[config.mk]
export PLATFORM = sky130hd
export DESIGN_NAME = temp_rgb_pwm
export DESIGN_NICKNAME = d
export VERILOG_FILES = /design/src/rtl/temp_rgb_pwm.sv
export SDC_FILE = /design/constraint.sdc
export NUM_CORES = 1
export LEC_CHECK = 0
export CAP_MARGIN = 10
export CORE_AREA = 8 8 82 84
export DETAILED_ROUTE_END_ITERATION = 10
export DIE_AREA = 0 0 90 92
export GPL_ROUTABILITY_DRIVEN = 0
export GPL_TIMING_DRIVEN = 0
export PLACE_DENSITY = 0.75
export SETUP_SLACK_MARGIN = 0.4
export SLEW_MARGIN = 10
export SYNTH_ARGS = -nofsm -noshare
export SYNTH_HDL_FRONTEND = slang
export SYNTH_SLANG_ARGS = --single-unit
[constraint.sdc]
create_clock -name clk_100MHz -period 3.55 [get_ports clk_100MHz]
set_input_delay 0.5325 -clock clk_100MHz [delete_from_list [all_inputs] [get_ports clk_100MHz]]
set_output_delay 0.5325 -clock clk_100MHz [all_outputs]
set_load 0.1 [all_outputs]
[src/rtl/temp_rgb_pwm.sv]
// Temperature-to-RGB indicator: hysteretic COLD/MID/HOT zoning, a slow duty ramp
// toward the zone target, and a period-aligned PWM onto the R/G/B pins.
module temp_rgb_pwm #(
  parameter int          PWM_PERIOD = 100,
  parameter int          CNT_W      = 8,
  parameter int          HOT_C      = 30,
  parameter int          COLD_C     = 0,
  parameter int          HYST_C     = 1,
  parameter int          DUTY_HOT   = 80,
  parameter int          DUTY_MID   = 50,
  parameter int          DUTY_COLD  = 25,
  parameter logic [2:0]  RGB_HOT    = 3'b100,
  parameter logic [2:0]  RGB_MID    = 3'b010,
  parameter logic [2:0]  RGB_COLD   = 3'b001,
  parameter int          RAMP_DIV   = 1000
) (
  input  logic             clk_100MHz,
  input  logic             reset,
  input  logic             enable,
  input  logic             sample_valid,
  input  logic [15:0]      temp_data,
  input  logic [15:0]      manualSwitch,
  output logic             R,
  output logic             G,
  output logic             B,
  output logic [1:0]       zone,
  output logic [CNT_W-1:0] duty_level,
  output logic             ramp_busy
);

  localparam int PRE_W = (RAMP_DIV > 1) ? $clog2(RAMP_DIV) : 1;
  localparam logic [PRE_W-1:0] PRE_TC   = PRE_W'(RAMP_DIV - 1);
  localparam logic [CNT_W-1:0] PWM_TC   = CNT_W'(PWM_PERIOD - 1);
  localparam logic signed [9:0] HOT_TH    = 10'(HOT_C);
  localparam logic signed [9:0] HOT_EXIT  = 10'(HOT_C - HYST_C);
  localparam logic signed [9:0] COLD_TH   = 10'(COLD_C);
  localparam logic signed [9:0] COLD_EXIT = 10'(COLD_C + HYST_C);

  typedef enum logic [1:0] {
    ZONE_COLD = 2'b00,
    ZONE_MID  = 2'b01,
    ZONE_HOT  = 2'b10
  } zone_e;

  zone_e            zone_q, zone_d;
  logic [PRE_W-1:0] pre_q, pre_d;
  logic [CNT_W-1:0] duty_q, duty_d;
  logic [CNT_W-1:0] pwm_q, pwm_d;
  logic [CNT_W-1:0] duty_act_q, duty_act_d;
  logic [2:0]       mask_act_q, mask_act_d;
  logic [2:0]       rgb_q, rgb_d;

  logic [8:0]        src_t;
  logic signed [9:0] t_ext;
  logic              eval;
  logic [CNT_W-1:0]  duty_tgt;
  logic [2:0]        mask_tgt;
  logic              unused_lsbs;

  assign src_t       = enable ? temp_data[15:7] : manualSwitch[15:7];
  assign t_ext       = $signed({src_t[8], src_t});
  assign eval        = enable ? sample_valid : 1'b1;
  assign unused_lsbs = ^{temp_data[6:0], manualSwitch[6:0]};

  always_comb begin
    zone_d = zone_q;
    if (eval) begin
      case (zone_q)
        ZONE_MID: begin
          if (t_ext > HOT_TH)       zone_d = ZONE_HOT;
          else if (t_ext < COLD_TH) zone_d = ZONE_COLD;
        end
        ZONE_HOT: begin
          if (t_ext < COLD_TH)        zone_d = ZONE_COLD;
          else if (t_ext <= HOT_EXIT) zone_d = ZONE_MID;
        end
        ZONE_COLD: begin
          if (t_ext > HOT_TH)          zone_d = ZONE_HOT;
          else if (t_ext >= COLD_EXIT) zone_d = ZONE_MID;
        end
        default: zone_d = ZONE_MID;
      endcase
    end
  end

  always_comb begin
    duty_tgt = CNT_W'(DUTY_MID);
    mask_tgt = RGB_MID;
    case (zone_q)
      ZONE_HOT: begin
        duty_tgt = CNT_W'(DUTY_HOT);
        mask_tgt = RGB_HOT;
      end
      ZONE_COLD: begin
        duty_tgt = CNT_W'(DUTY_COLD);
        mask_tgt = RGB_COLD;
      end
      default: ;
    endcase
  end

  // The step at terminal count uses the current (pre-change) target; a zone
  // change in the same cycle only restarts the prescaler.
  always_comb begin
    pre_d  = pre_q + 1'b1;
    duty_d = duty_q;
    if (pre_q == PRE_TC) begin
      pre_d = '0;
      if (duty_q < duty_tgt)      duty_d = duty_q + 1'b1;
      else if (duty_q > duty_tgt) duty_d = duty_q - 1'b1;
    end
    if (zone_d != zone_q) pre_d = '0;
  end

  always_comb begin
    pwm_d      = (pwm_q == PWM_TC) ? '0 : pwm_q + 1'b1;
    duty_act_d = duty_act_q;
    mask_act_d = mask_act_q;
    if (pwm_q == PWM_TC) begin
      duty_act_d = duty_q;
      mask_act_d = mask_tgt;
    end
    rgb_d = mask_act_q & {3{pwm_q < duty_act_q}};
  end

  always_ff @(posedge clk_100MHz) begin
    if (reset) begin
      zone_q     <= ZONE_MID;
      pre_q      <= '0;
      duty_q     <= '0;
      pwm_q      <= '0;
      duty_act_q <= '0;
      mask_act_q <= '0;
      rgb_q      <= '0;
    end else begin
      zone_q     <= zone_d;
      pre_q      <= pre_d;
      duty_q     <= duty_d;
      pwm_q      <= pwm_d;
      duty_act_q <= duty_act_d;
      mask_act_q <= mask_act_d;
      rgb_q      <= rgb_d;
    end
  end

  assign R          = rgb_q[2];
  assign G          = rgb_q[1];
  assign B          = rgb_q[0];
  assign zone       = zone_q;
  assign duty_level = duty_q;
  assign ramp_busy  = (duty_q != duty_tgt);

endmodule
==> flow_metrics.env <==
export IMPL_busiest_layer="met2"
export IMPL_cts_made_buffers=5
export IMPL_grt_pass1_vias=2184
export IMPL_grtUsageMet3_pct=3.34
export IMPL_drc=0
export IMPL_fin_ws_ps=514
export IMPL_syn_nets=334
export IMPL_ys_flop_type="dfxtp_1"
export IMPL_criticalPathCategory="reg2reg"
export IMPL_cp_required_ps=3740
export IMPL_async_flop_share_pct=0
export IMPL_wirelength_um=5910
export IMPL_cp_arrival_ps=3230
export IMPL_syn_inst=277
export IMPL_yosysWarnings=0
export IMPL_grt_util_all_layers_pct=14.2
export IMPL_synth_edf_count=0
export IMPL_peakVddDrop_v=0.000385
export IMPL_fin_crit_ps=3040
export IMPL_cts_tree="done"
export IMPL_cts_max_level=2
export IMPL_drt_initial_drc_count=77
export IMPL_p_leak_nw=1.28
export IMPL_die_area_mm2=0.00828
export IMPL_worst_path_max_fanout=7
export IMPL_place_area_mm2=0.00297
export IMPL_area_growth_pct=34.8
export IMPL_fin_setup_tns_ps=0
export IMPL_fmax_mhz=329
export IMPL_finalNetCount=386
export IMPL_final_antenna_net_count=0
export IMPL_clk_transition_reported_paths_ps=80
export IMPL_avgSynthCellArea_um2=8.84
export IMPL_critPathCaptureType="flop"
export IMPL_yosysTopAreaCell="dfxtp_1"
export IMPL_finClkSkew_ps=5.01
export IMPL_clock_path_buffers=2
export IMPL_min_period_over_period_pct=85.5
export IMPL_p_clk_share_pct=37.9
export IMPL_ys_seq_area_share_pct=34.4
export IMPL_diodes=0
export IMPL_rsz0062_at_grt="false"
export IMPL_met1_usage_pct=15.4
export IMPL_cp_cell_sequence="clkbuf_16, nor2_4, inv_1, ha_1, o31ai_2, a21bo_2, nand2_4, ha_4, a21o_1, a21oi_2, o21ai_2, o2111a_1, or4_1, and3_1"
export IMPL_n_fill_cell=464
export IMPL_reg2reg_depth=14
export IMPL_root_buffer="clkbuf_8"
export IMPL_finalHoldViolations=0
export IMPL_cts_sinks=42
export IMPL_worstSkewPairLatency_ps=300
export IMPL_fp_dieH_um=92
export IMPL_post_place_ws_ps=153
export IMPL_wire_per_inst_um=14.7
export IMPL_grt_pass1_wl_um=9810
export IMPL_min_path_type="reg2reg"
export IMPL_cap_viol_max_count=0
export IMPL_drive_above_1_share_pct=18.8
export IMPL_holdPathEnd="pre_q[0]"
export IMPL_synth_seq_cells=42
export IMPL_power_w=0.00101
export IMPL_cp_start_kind="flop"
export IMPL_antenna_found_initial=0
export IMPL_power_frac_comb_pct=14.6
export IMPL_synth_cell_types=52
export IMPL_grt_max_degree=15
export IMPL_num_vias=2189
export IMPL_p_sw_share_pct=25.3
export IMPL_portBuffers=33
export IMPL_start_util_pct=45.3
export IMPL_cp_top_family="simple AND/OR/NAND/NOR gates"
export IMPL_synth_top_area_share_pct=34.4
export IMPL_finalSetupViolCount=0
export IMPL_max_stage_delay_ps=460
export IMPL_r2r_start="zone[0]"
export IMPL_core_area_mm2=0.00541
export IMPL_critPathSlowestCell="or4_1"
export IMPL_syn_area_mm2=0.00245
export IMPL_maxSlewHeadroom_pct=32.1
export IMPL_final_max_slew_viol_count=0
export IMPL_final_cell_area_mm2=0.00330
export IMPL_ios=50
export IMPL_synthTopCellsByArea="dfxtp_1 (34%), ha_1 (10%), nor2_1 (5.8%)"
export IMPL_tightest_slew_ps=1010
export IMPL_hold_start="pre_q[0]"
export IMPL_internal_power_w=0.000757
export IMPL_powerDensity_mw_per_mm2=307
export IMPL_outcome="complete, no violations"
export IMPL_viasPerCell=5.45
export IMPL_grt_overflow_total=0
export IMPL_hold_buffers=0
export IMPL_crit_buf_inv=2
export IMPL_dieWidth_um=90
export IMPL_hpwlAfterDp_um=4450
export IMPL_switchingPower_w=0.000257
export IMPL_seqPwrFrac_pct=47.5
export IMPL_drtPass1Iterations=4
export IMPL_grtUsageMet2_pct=26.3
export IMPL_r2r_end="duty_level[7]"
export IMPL_hold_depth=1
export IMPL_r2r_slack_ps=510
export IMPL_row_count=27
==> power by group through the flow <==
| stage | combinational (W) | sequential [W] | clock, W |
|---|---|---|---|
| 2_1_floorplan | 0.0000686 | 0.000506 | 0 |
| 3_3_place_gp | 0.000125 | 0.000493 | 0 |
| 3_5_place_dp | 0.000128 | 0.000493 | 0 |
| 4_1_cts | 0.000134 | 0.000482 | 0.000392 |
| 5_1_grt | 0.000160 | 0.000483 | 0.000411 |
| 6_report | 0.000148 | 0.000482 | 0.000384 |
==> sequential cells by signal, indices dropped and copies added (netlist names) <==
name	count
duty_level	8
pwm_q	8
rgb_q	3
duty_act_q	8
pre_q	10
mask_act_q	3
zone	2
==> layout make-up <==
cell class	instances	area, um^2	area share (%)
buffer	9	80.1	2.43
clock buffer	5	68.8	2.09
clock inverter	3	43.8	1.33
inverter	16	72.6	2.20
multi-input combinational	210	1670	50.5
sequential	42	858	26.0
tap	72	90.1	2.73
timing repair buffer	45	419	12.7
==> per-layer routing <==
metal | part of all wire (%) | wire, um | up-vias
met1 | 43 | 2530 | 1032
met2 | 52 | 3080 | 33
li1 | - | - | 1111
met4 | 2.0 | 118 | 0
met3 | 3.0 | 177 | 13
met5 | 0 | 0 | -
==> how the worst max path moves through the flow <==
stage / cells past startpoint / from / end
6_report: 14 / zone[0] / duty_level[7]
2_1_floorplan: 10 / zone[1] / duty_level[6]
3_3_place_gp: 14 / zone[0] / duty_level[7]
4_1_cts: 14 / zone[0] / duty_level[7]
5_1_grt: 14 / zone[0] / duty_level[7]
3_5_place_dp: 14 / zone[0] / duty_level[7]
==> synthesized netlist by cell type, types with 2 or more instances <==
library cell	number
a21boi_0	3
nor3_1	17
a311o_1	2
a31oi_1	3
a211oi_1	4
nand2b_1	2
inv_1	16
a21o_1	6
nor3b_1	2
ha_1	20
nand3_1	9
nor4_1	6
nor2_1	38
o21bai_1	2
xor2_1	6
xnor2_1	11
mux2i_1	10
and3_1	6
dfxtp_1	42
and4bb_2	2
nand2_1	8
o21ai_0	5
clkbuf_1	7
nand4_1	6
or3_1	2
nor2b_1	4
a21oi_1	12
o31ai_1	2
==> logic make-up after synthesis <==
| logic type | Yosys count | synth area share (%) |
|---|---|---|
| adder cells (fa/ha/maj) | 21 | 11.0 |
| buffers and inverters | 25 | 4.14 |
| flip-flops | 42 | 34.4 |
| AO/OA/AOI/OAI | 52 | 16.7 |
| AND/OR/NAND/NOR | 110 | 23.6 |
| multiplexers | 10 | 4.09 |
| XOR/XNOR | 17 | 6.08 |
==> layout by cell type, fill, tap and decap left out, types with 9 or more instances in the layout <==
cell | synthesis | final
nor2_1 | 38 | 37
nor3_1 | 17 | 17
buf_4 | 0 | 12
mux2i_1 | 10 | 10
inv_1 | 16 | 15
clkdlybuf4s50_1 | 0 | 32
nand3_1 | 9 | 9
ha_1 | 20 | 14
a21oi_1 | 12 | 9
xnor2_1 | 11 | 11
dfxtp_1 | 42 | 34
==> per-stage QoR <==
step	hold slack, ps	cells	util (%)
2_1_floorplan	421	277	-
3_3_place_gp	435	382	55.0
3_5_place_dp	446	382	55.0
4_1_cts	460	392	58.1
5_1_grt	477	402	61.0
6_report	464	402	61.0
==> timing repair <==
item | CTS | global route
gates resized for setup | 9 | 12
endpoints found under the setup margin | 3 | 3
endpoints found under the hold margin | 0 | 0
pin swaps | 3 | 13
setup buffers | 2 | 10
No activity file was read; power rests on OpenSTA's default activity.
